==> config.mk <==
export PLATFORM = sky130hd
export DESIGN_NAME = fu_branch_simt_flat
export DESIGN_NICKNAME = d
export VERILOG_FILES = /design/src/rtl/fu_branch_simt_if.sv /design/src/rtl/fu_branch_simt.sv /design/src/flat_wrapper.sv
export SDC_FILE = /design/constraint.sdc
export NUM_CORES = 1
export LEC_CHECK = 0
export CORE_MARGIN = 1
export CORE_UTILIZATION = 51
export DETAILED_ROUTE_END_ITERATION = 8
export PLACE_DENSITY = 0.82
export SLEW_MARGIN = 20
export SYNTH_ARGS = -nofsm -noshare
export SYNTH_HDL_FRONTEND = slang
export SYNTH_SLANG_ARGS = --single-unit
==> constraint.sdc <==
create_clock -name CLK -period 3.1 [get_ports CLK]
set_input_delay 0.62 -clock CLK [delete_from_list [all_inputs] [get_ports CLK]]
set_output_delay 0.62 -clock CLK [all_outputs]
set_load 0.005 [all_outputs]
==> src/rtl/fu_branch_simt_if.sv <==
// Branch-kind encoding and the issue/result bundle of fu_branch_simt.
// Defining BRANCH_PRED_EN adds the pred_taken / mispredict signals.
package isa_pkg;
  typedef enum logic [2:0] {
    BT_BEQ  = 3'd0,
    BT_BNE  = 3'd1,
    BT_BLT  = 3'd2,
    BT_BGE  = 3'd3,
    BT_BLTU = 3'd4,
    BT_BGEU = 3'd5
  } branch_t;
endpackage

interface fu_branch_simt_if #(
  parameter int unsigned DATA_W = 32,
  parameter int unsigned ADDR_W = 32,
  parameter int unsigned LANES  = 4
);
  import isa_pkg::*;

  logic                    in_valid;
  logic                    in_ready;
  logic                    branch;
  logic [1:0]              j_type;
  branch_t                 branch_type;
  logic [LANES-1:0]        lane_mask;
  logic [LANES*DATA_W-1:0] reg_a;
  logic [LANES*DATA_W-1:0] reg_b;
  logic [DATA_W-1:0]       imm;
  logic [ADDR_W-1:0]       current_pc;
  logic                    out_valid;
  logic                    out_ready;
  logic [LANES-1:0]        taken_mask;
  logic                    diverged;
  logic [ADDR_W-1:0]       next_pc;
  logic [ADDR_W-1:0]       target_pc;
  logic [ADDR_W-1:0]       link_addr;
`ifdef BRANCH_PRED_EN
  logic                    pred_taken;
  logic                    mispredict;
`endif

  // Issue side / fetch side
  modport master (
    output in_valid, branch, j_type, branch_type, lane_mask, reg_a, reg_b, imm, current_pc,
    output out_ready,
    input  in_ready, out_valid, taken_mask, diverged, next_pc, target_pc, link_addr
`ifdef BRANCH_PRED_EN
    , output pred_taken
    , input  mispredict
`endif
  );

  // Branch unit side
  modport slave (
    input  in_valid, branch, j_type, branch_type, lane_mask, reg_a, reg_b, imm, current_pc,
    input  out_ready,
    output in_ready, out_valid, taken_mask, diverged, next_pc, target_pc, link_addr
`ifdef BRANCH_PRED_EN
    , input  pred_taken
    , output mispredict
`endif
  );
endinterface

==> src/rtl/fu_branch_simt.sv <==
// Two-stage SIMT branch resolver: S1 registers per-lane compares, S2 holds the resolved result.
// Define BRANCH_PRED_EN to capture pred_taken with each instruction and report mispredict.
module fu_branch_simt
  import isa_pkg::*;
#(
  parameter int unsigned DATA_W = 32,
  parameter int unsigned ADDR_W = 32,
  parameter int unsigned LANES  = 4
) (
  input logic             CLK,
  input logic             nRST,
  fu_branch_simt_if.slave bus
);
  logic s2_free, in_ready, accept;

  // S1 payload
  logic              s1_valid_q, s1_valid_d;
  logic [LANES-1:0]  cmp_q, cmp_d, mask_q, mask_d, lane_cmp;
  logic              branch_q, branch_d;
  logic [1:0]        j_type_q, j_type_d;
  logic [ADDR_W-1:0] pc_q, pc_d, imm_q, imm_d, base_q, base_d;
  logic [DATA_W-1:0] base_sel;
  logic [ADDR_W-1:0] imm_ext, base_ext;

  // S2 result
  logic              out_valid_q, out_valid_d, diverged_q, diverged_d;
  logic [LANES-1:0]  taken_q, taken_d;
  logic [ADDR_W-1:0] next_pc_q, next_pc_d, target_q, target_d, link_q, link_d;

  logic [LANES-1:0]  res_taken;
  logic [ADDR_W-1:0] res_target, res_next, pc_plus4, jalr_sum;
  logic              res_div;

`ifdef BRANCH_PRED_EN
  logic pred_q, pred_d, misp_q, misp_d;
`endif

  assign s2_free      = !out_valid_q || bus.out_ready;
  assign in_ready     = !s1_valid_q || s2_free;
  assign accept       = bus.in_valid && in_ready;
  assign bus.in_ready = in_ready;

  always_comb begin
    logic [DATA_W-1:0] op_a, op_b;
    op_a     = '0;
    op_b     = '0;
    lane_cmp = '0;
    for (int i = 0; i < LANES; i++) begin
      op_a = bus.reg_a[i*DATA_W +: DATA_W];
      op_b = bus.reg_b[i*DATA_W +: DATA_W];
      case (bus.branch_type)
        BT_BEQ:  lane_cmp[i] = (op_a == op_b);
        BT_BNE:  lane_cmp[i] = (op_a != op_b);
        BT_BLT:  lane_cmp[i] = ($signed(op_a) < $signed(op_b));
        BT_BGE:  lane_cmp[i] = ($signed(op_a) >= $signed(op_b));
        BT_BLTU: lane_cmp[i] = (op_a < op_b);
        BT_BGEU: lane_cmp[i] = (op_a >= op_b);
        default: lane_cmp[i] = 1'b0;
      endcase
    end
    // JALR base comes from the lowest active lane; an empty mask falls back to lane 0.
    base_sel = bus.reg_a[DATA_W-1:0];
    for (int i = LANES - 1; i >= 0; i--) begin
      if (bus.lane_mask[i]) base_sel = bus.reg_a[i*DATA_W +: DATA_W];
    end
  end

  if (ADDR_W <= DATA_W) begin : g_trunc
    assign imm_ext  = bus.imm[ADDR_W-1:0];
    assign base_ext = base_sel[ADDR_W-1:0];
  end else begin : g_sext
    assign imm_ext  = {{(ADDR_W-DATA_W){bus.imm[DATA_W-1]}}, bus.imm};
    assign base_ext = {{(ADDR_W-DATA_W){base_sel[DATA_W-1]}}, base_sel};
  end

  always_comb begin
    s1_valid_d = s2_free ? 1'b0 : s1_valid_q;
    cmp_d      = cmp_q;
    mask_d     = mask_q;
    branch_d   = branch_q;
    j_type_d   = j_type_q;
    pc_d       = pc_q;
    imm_d      = imm_q;
    base_d     = base_q;
`ifdef BRANCH_PRED_EN
    pred_d     = pred_q;
`endif
    if (accept) begin
      s1_valid_d = 1'b1;
      cmp_d      = lane_cmp & bus.lane_mask;
      mask_d     = bus.lane_mask;
      branch_d   = bus.branch;
      j_type_d   = bus.j_type;
      pc_d       = bus.current_pc;
      imm_d      = imm_ext;
      base_d     = base_ext;
`ifdef BRANCH_PRED_EN
      pred_d     = bus.pred_taken;
`endif
    end
  end

  always_comb begin
    pc_plus4   = pc_q + ADDR_W'(4);
    jalr_sum   = base_q + imm_q;
    res_taken  = '0;
    res_target = pc_plus4;
    case (j_type_q)
      2'd1: begin
        res_taken  = mask_q;
        res_target = pc_q + imm_q;
      end
      2'd2: begin
        res_taken  = mask_q;
        res_target = {jalr_sum[ADDR_W-1:1], 1'b0};
      end
      default: begin
        if (branch_q) begin
          res_taken  = cmp_q;
          res_target = pc_q + imm_q;
        end
      end
    endcase
    res_div  = (res_taken != '0) && (res_taken != mask_q);
    // Divergent or empty-mask instructions fall through; reconvergence logic uses target_pc.
    res_next = ((res_taken == mask_q) && (mask_q != '0)) ? res_target : pc_plus4;
  end

  always_comb begin
    out_valid_d = out_valid_q;
    taken_d     = taken_q;
    diverged_d  = diverged_q;
    next_pc_d   = next_pc_q;
    target_d    = target_q;
    link_d      = link_q;
`ifdef BRANCH_PRED_EN
    misp_d      = misp_q;
`endif
    if (s2_free) begin
      out_valid_d = s1_valid_q;
`ifdef BRANCH_PRED_EN
      misp_d      = s1_valid_q &&
                    (pred_q != ((res_next == res_target) && (res_taken != '0)));
`endif
      if (s1_valid_q) begin
        taken_d    = res_taken;
        diverged_d = res_div;
        next_pc_d  = res_next;
        target_d   = res_target;
        link_d     = pc_plus4;
      end
    end
  end

  always_ff @(posedge CLK or negedge nRST) begin
    if (!nRST) begin
      s1_valid_q  <= 1'b0;
      cmp_q       <= '0;
      mask_q      <= '0;
      branch_q    <= 1'b0;
      j_type_q    <= '0;
      pc_q        <= '0;
      imm_q       <= '0;
      base_q      <= '0;
      out_valid_q <= 1'b0;
      taken_q     <= '0;
      diverged_q  <= 1'b0;
      next_pc_q   <= '0;
      target_q    <= '0;
      link_q      <= '0;
`ifdef BRANCH_PRED_EN
      pred_q      <= 1'b0;
      misp_q      <= 1'b0;
`endif
    end else begin
      s1_valid_q  <= s1_valid_d;
      cmp_q       <= cmp_d;
      mask_q      <= mask_d;
      branch_q    <= branch_d;
      j_type_q    <= j_type_d;
      pc_q        <= pc_d;
      imm_q       <= imm_d;
      base_q      <= base_d;
      out_valid_q <= out_valid_d;
      taken_q     <= taken_d;
      diverged_q  <= diverged_d;
      next_pc_q   <= next_pc_d;
      target_q    <= target_d;
      link_q      <= link_d;
`ifdef BRANCH_PRED_EN
      pred_q      <= pred_d;
      misp_q      <= misp_d;
`endif
    end
  end

  assign bus.out_valid  = out_valid_q;
  assign bus.taken_mask = taken_q;
  assign bus.diverged   = diverged_q;
  assign bus.next_pc    = next_pc_q;
  assign bus.target_pc  = target_q;
  assign bus.link_addr  = link_q;
`ifdef BRANCH_PRED_EN
  assign bus.mispredict = misp_q;
`endif
endmodule

==> src/flat_wrapper.sv <==
// flat-port wrapper written by rule: the top's interface ports become plain ports
module fu_branch_simt_flat import isa_pkg::*;
#(
  parameter int unsigned DATA_W = 32,
  parameter int unsigned ADDR_W = 32,
  parameter int unsigned LANES  = 4
)
  (CLK, nRST, bus_in_valid, bus_branch, bus_j_type, bus_branch_type, bus_lane_mask, bus_reg_a, bus_reg_b, bus_imm, bus_current_pc, bus_out_ready, bus_in_ready, bus_out_valid, bus_taken_mask, bus_diverged, bus_next_pc, bus_target_pc, bus_link_addr);
  fu_branch_simt_if #(.DATA_W(DATA_W), .ADDR_W(ADDR_W), .LANES(LANES)) bus_i ();
  input logic CLK;
  input logic nRST;
  input wire logic [$bits(bus_i.in_valid)-1:0] bus_in_valid;
  input wire logic [$bits(bus_i.branch)-1:0] bus_branch;
  input wire logic [$bits(bus_i.j_type)-1:0] bus_j_type;
  input wire logic [$bits(bus_i.branch_type)-1:0] bus_branch_type;
  input wire logic [$bits(bus_i.lane_mask)-1:0] bus_lane_mask;
  input wire logic [$bits(bus_i.reg_a)-1:0] bus_reg_a;
  input wire logic [$bits(bus_i.reg_b)-1:0] bus_reg_b;
  input wire logic [$bits(bus_i.imm)-1:0] bus_imm;
  input wire logic [$bits(bus_i.current_pc)-1:0] bus_current_pc;
  input wire logic [$bits(bus_i.out_ready)-1:0] bus_out_ready;
  output wire logic [$bits(bus_i.in_ready)-1:0] bus_in_ready;
  output wire logic [$bits(bus_i.out_valid)-1:0] bus_out_valid;
  output wire logic [$bits(bus_i.taken_mask)-1:0] bus_taken_mask;
  output wire logic [$bits(bus_i.diverged)-1:0] bus_diverged;
  output wire logic [$bits(bus_i.next_pc)-1:0] bus_next_pc;
  output wire logic [$bits(bus_i.target_pc)-1:0] bus_target_pc;
  output wire logic [$bits(bus_i.link_addr)-1:0] bus_link_addr;
  assign bus_i.in_valid = bus_in_valid;
  assign bus_i.branch = bus_branch;
  assign bus_i.j_type = bus_j_type;
  assign bus_i.branch_type = bus_branch_type;
  assign bus_i.lane_mask = bus_lane_mask;
  assign bus_i.reg_a = bus_reg_a;
  assign bus_i.reg_b = bus_reg_b;
  assign bus_i.imm = bus_imm;
  assign bus_i.current_pc = bus_current_pc;
  assign bus_i.out_ready = bus_out_ready;
  assign bus_in_ready = bus_i.in_ready;
  assign bus_out_valid = bus_i.out_valid;
  assign bus_taken_mask = bus_i.taken_mask;
  assign bus_diverged = bus_i.diverged;
  assign bus_next_pc = bus_i.next_pc;
  assign bus_target_pc = bus_i.target_pc;
  assign bus_link_addr = bus_i.link_addr;
  fu_branch_simt #(.DATA_W(DATA_W), .ADDR_W(ADDR_W), .LANES(LANES)) u_core (.CLK(CLK), .nRST(nRST), .bus(bus_i));
endmodule
## Word-level counts from Yosys, hierarchy flattened

Cells that the tools add are included.

- Magnitude comparators: 16
- $add $sub $neg: 3
- Reductions and logical operators: 13
- Bitwise operators: 1
- Equality and inequality tests: 17
- Muxes and demuxes: 15

Operators with widths:

| cell | number |
|---|---|
| $ge 32x32->1 | 8 |
| $lt 32x32->1 | 8 |
| $mux 32 | 6 |
| $eq 32x32->1 | 4 |
| $ne 32x32->1 | 4 |
| $add 32x32->32 | 2 |
| $pmux 32 s2 | 1 |
| $add 32x3->32 const B | 1 |
| $pmux 1 s6 | 4 |
| $mux 4 | 2 |
| $reduce_bool 4->1 | 2 |
| $eq 3x2->1 const B | 2 |
| $eq 3x3->1 const B | 2 |
| $and 4x4->4 | 1 |
| $eq 4x4->1 | 1 |
| $ne 4x4->1 | 1 |
| $eq 3x1->1 const B | 1 |
| $logic_and 1x1->1 | 3 |
| $logic_not 3->1 | 1 |
| $eq 2x1->1 const B | 1 |
| $eq 2x2->1 const B | 1 |
| $logic_not 1->1 | 2 |
| $logic_or 1x1->1 | 2 |
| $mux 1 | 2 |
| other kinds (3) | 3 |

- Word-level logic and storage cells: 79
- Register bits: 210
- Input bits: 334

## Logic depth before layout (Yosys ltp)

- Depth in word-level cells: 6
- Mapped depth: 10
- Depth with buffers taken out: 10

## Least setup slack after synthesis

OpenSTA, ideal clock, no wires.

- Kind: input to register
- Start point: input port bus_reg_b[18]
- End point: register u_core.cmp_q[0]
- Required time: 2.997 ns
- Path slack: 0.207 ns
- Data arrival time: 2.790 ns
- Stages on the path: 9
- Cell sequence: inv_1 > ha_1 > nand4_1 > or3_1 > or3_1 > or3_4 > and4_4 > o21a_1 > o41ai_2

- Word-level cells in the longest chain between the ends: 3
- Elaborated cells between the ends (all ways): 8
- Those cells by class: order compare: 4; eq/ne: 2; mux: 1; bitwise: 1

Ends and longest elaborated chain:

| element | line | RTL |
|---|---|---|
| start, declared | flat_wrapper.sv:18 | `input wire logic [$bits(bus_i.reg_b)-1:0] bus_reg_b;` |
| $ge 32x32->1 (tied with other cells) | fu_branch_simt.sv:57 | `BT_BGEU: lane_cmp[i] = (op_a >= op_b);` |
| $pmux 1 s6 (*) | fu_branch_simt.sv:51 | `case (bus.branch_type)` |
| $and 4x4->4 (*) | fu_branch_simt.sv:90 | `cmp_d = lane_cmp & bus.lane_mask;` |
| end signal, assigned | fu_branch_simt.sv:177 | `cmp_q <= cmp_d;` |
| end, declared | fu_branch_simt.sv:18 | `logic [LANES-1:0] cmp_q, cmp_d, mask_q, mask_d, lane_cmp;` |

Every way passes the cells marked *; elsewhere a longest branch is shown, timed or not.
A chain may end at the register's enable or synchronous reset.

## Final worst setup path

- Start point: register u_core.imm_q[0]
- End point: register u_core.next_pc_q[26], in the netlist u_core.bus.next_pc[26]

- Word-level cells in the longest chain between the ends: 4
- Elaborated cells between the ends (all ways): 5
- Those cells by class: add/sub: 2; mux: 3

Ends and longest elaborated chain:

| element | line | RTL |
|---|---|---|
| start, declared | fu_branch_simt.sv:21 | `logic [ADDR_W-1:0] pc_q, pc_d, imm_q, imm_d, base_q, base_d;` |
| start signal, assigned | fu_branch_simt.sv:182 | `imm_q <= imm_d;` |
| $add 32x32->32 | fu_branch_simt.sv:111, fu_branch_simt.sv:120 |  |
| $mux 32 | fu_branch_simt.sv:118 | `if (branch_q) begin` |
| $pmux 32 s2 (*) | fu_branch_simt.sv:108 | `case (j_type_q)` |
| $mux 32 (*) | fu_branch_simt.sv:126 | `res_next = ((res_taken == mask_q) && (mask_q != '0)) ? res_target : pc_plus4;` |
| end signal, assigned | fu_branch_simt.sv:187 | `next_pc_q <= next_pc_d;` |
| end, declared | fu_branch_simt.sv:28 | `logic [ADDR_W-1:0] next_pc_q, next_pc_d, target_q, target_d, link_q, link_d;` |

Marks and branches as above.

==> results.sh <==
export IMPL_status="finished with violations"
export IMPL_violations="negative setup slack"
export IMPL_min_path_type="input port to async pin"
export IMPL_fin_cells=3294
export IMPL_max_freq_mhz=318
export IMPL_post_route_period_util_pct=101
export IMPL_drive_above_1_share_pct=10.5
export IMPL_layout_commonest_cell="nand2_1"
export IMPL_gp_congestion=1.02
export IMPL_place_inst=3247
export IMPL_netlist_instances=2277
export IMPL_async_flop_share_pct=100
export IMPL_required_ns=3.47
export IMPL_synth_seq_cells=210
export IMPL_hold_buffers=0
export IMPL_critPathMaxFanout=4
export IMPL_report_final_slew_viol_count=0
export IMPL_synth_cell_types=83
export IMPL_clkTransAtPathRegs_ns=0.07
export IMPL_syn2layout_area_growth_pct=40.2
export IMPL_tritoncts="yes"
export IMPL_synth_top_cell_area_share_pct=29.8
export IMPL_worst_pin_slew_ns=0.776
export IMPL_arrival_ns=3.52
export IMPL_skew_ns=0.0157
export IMPL_grt_start_max_net_pins=90
export IMPL_antenna_found_initial=4
export IMPL_drt_pass1_iterations=6
export IMPL_multi_input_area_um2=11600
export IMPL_synth_largest_area_cell="dfrtp_1"
export IMPL_cts_buffers=21
export IMPL_num_rows=67
export IMPL_register_area_um2=5260
export IMPL_setup_viol=4
export IMPL_n_fill_cell=2553
export IMPL_die_x_um=188
export IMPL_ys_flop_type="dfrtp_1"
export IMPL_seq_area_frac_synth_pct=29.8
export IMPL_start_util_pct=52.2
export IMPL_grt_pass1_vias=19537
export IMPL_num_vias=19750
export IMPL_cap_violations=0
export IMPL_detail_route_iter0_violations=1954
export IMPL_clockBufferDepth=3
export IMPL_leakage_nw=11.9
export IMPL_period_minus_slack_ns=3.15
export IMPL_postRouteAntennaNets=0
export IMPL_pwr_density_cell_nw_per_um2=525
export IMPL_wl_per_cell_um=21.0
export IMPL_clkSinkCount=210
export IMPL_port_buffers=436
export IMPL_die_area_um2=35300
export IMPL_ys_warn_count=0
export IMPL_rsz0062_at_grt="yes"
export IMPL_ioPinCount=437
export IMPL_htree_levels=1
export IMPL_grt_overflow=0
export IMPL_grt_total_usage_pct=38.4
export IMPL_slew_headroom_pct=48.2
export IMPL_root_buffer="clkbuf_16"
export IMPL_final_util_pct=73.2
export IMPL_end_kind="flop"
export IMPL_worst_slack_ns=-0.0462
export IMPL_wl_um=69100
export IMPL_power_w=0.0130
export IMPL_clk_latency_ns=0.51
export IMPL_synth_edf_count=0
export IMPL_nets=3356
export IMPL_syn_area_um2=17600
export IMPL_syn_avg_cell_area_um2=7.74
export IMPL_dpl_hpwl_um=56000
export IMPL_grt_pass1_wl_um=106000
export IMPL_syn_nets=2805
export IMPL_crit_type="flop to flop"
export IMPL_cp_start_kind="flop"
export IMPL_dp_slack_ns=-0.589
export IMPL_via_per_inst=6.00
export IMPL_core_area_um2=33800
export IMPL_netlist_top_cells_area="dfrtp_1, ha_1, nand2_1, a21oi_1, nor2_1"
export IMPL_dieHeight_um=188
export IMPL_final_cell_mix="nand2_1, clkdlybuf4s50_1, a21oi_1, dfrtp_1, buf_4"
export IMPL_ir_worst_vdd_uv=495
export IMPL_hold_viol=0
export IMPL_drc_errors=0
## state kept, by name (all words and copies together) (netlist names)
| name | flops |
|---|---|
| u_core.branch_q | 1 |
| u_core.j_type_q | 2 |
| u_core.bus.taken_mask | 4 |
| u_core.bus.target_pc | 32 |
| u_core.pc_q | 32 |
| u_core.s1_valid_q | 1 |
| u_core.bus.link_addr | 32 |
| u_core.cmp_q | 4 |
| u_core.bus.next_pc | 32 |
| u_core.imm_q | 32 |
| u_core.bus.out_valid | 1 |
| u_core.base_q | 32 |
| u_core.bus.diverged | 1 |
| u_core.mask_q | 4 |
## through the flow
stage | hold WS, ns | TNS (ns) | cell area, µm²
floorplan | 0.324 | 0 | 17600
global placement | 0.458 | -1.70 | 23700
detailed placement | 0.457 | -2.24 | 23700
CTS | 0.214 | -0.0603 | 24500
global route | 0.255 | -0.726 | 24700
finish | 0.195 | -0.0885 | 24700
## cell type report
cell class | count | share of cell area, %
diodes | 3 | 0.0304
clock buffers | 29 | 2.45
clock inverters | 9 | 0.552
inverters | 159 | 2.41
multi-input cells | 1800 | 47.0
flip-flops and latches | 210 | 21.3
well taps | 448 | 2.27
repair buffers | 636 | 24.0
## cell families (layout without fill, tap and decap cells)
kind of cell	Yosys count	in the layout	synth area share, %
xor+xnor	72	72	3.58
fa+ha+maj	194	194	13.9
other cells	0	3	0
flops	210	210	29.8
buf+inv	267	833	5.71
simple gates	842	842	21.0
mux	51	51	2.95
compound gates	641	641	23.1
## where the power goes
part / internal [W] / switching [W] / total [W]
clock: 0.00163 / 0.00111 / 0.00274
sequential: 0.00337 / 0.000577 / 0.00395
combinational: 0.00303 / 0.00326 / 0.00628
total: 0.00803 / 0.00495 / 0.0130
## critical path, stage by stage (launching register included)
cell and delay [ns]:
dfrtp_2 0.45, ha_1 0.24, fa_2 0.37, a21o_1 0.20, a311o_1 0.36, o211ai_1 0.18
buf_4 0.20, a21o_1 0.20, o31ai_1 0.12, xor2_1 0.16, a211oi_1 0.27, buf_4 0.17
o211ai_1 0.08
## cell usage after synthesis, types with 13 or more instances
library cell and instances:
o21a_1 15, dfrtp_1 210, mux2i_1 44, clkbuf_1 92, buf_1 13, nor3_1 39, inv_1 159, o21ai_0 98
a31oi_1 15, and3_1 17, a21o_1 67, nand3_1 35, nand2_1 432, nor2_1 187, ha_1 192, o21ai_1 53
nand4_1 46, nor2b_1 15, xor2_1 31, o211ai_1 19, a221oi_1 16, a21oi_1 218, xnor2_1 41, a211oi_1 20
## metal layers
metal	routed length [µm]	global-route usage [%]
met2	33100	66.6
met4	3700	18.7
met1	26600	46.3
met5	47	0
met3	5660	6.06
## worst paths after layout
kind / slack, ns / from / end / depth (start not counted)
worst min register to register: 0.48 / u_core.bus.link_addr[29] / u_core.bus.link_addr[29] / 2
worst max register to register: -0.05 / u_core.imm_q[0] / u_core.bus.next_pc[26] / 12
min in group CLK: 0.48 / u_core.bus.link_addr[29] / u_core.bus.link_addr[29] / 2
worst max-delay path: -0.05 / u_core.imm_q[0] / u_core.bus.next_pc[26] / 12
worst min-delay path: 0.20 / nRST / u_core.pc_q[3] / 1
max in group asynchronous: 2.23 / nRST / u_core.bus.next_pc[22] / 2
## repair_timing
item | 4_1_cts | 5_1_grt
pin swaps | 13 | 19
gates resized for setup | 19 | 33
setup endpoints to repair | 17 | 35
buffers inserted | 3 | 3
No activity file was read; power rests on OpenSTA's default activity.
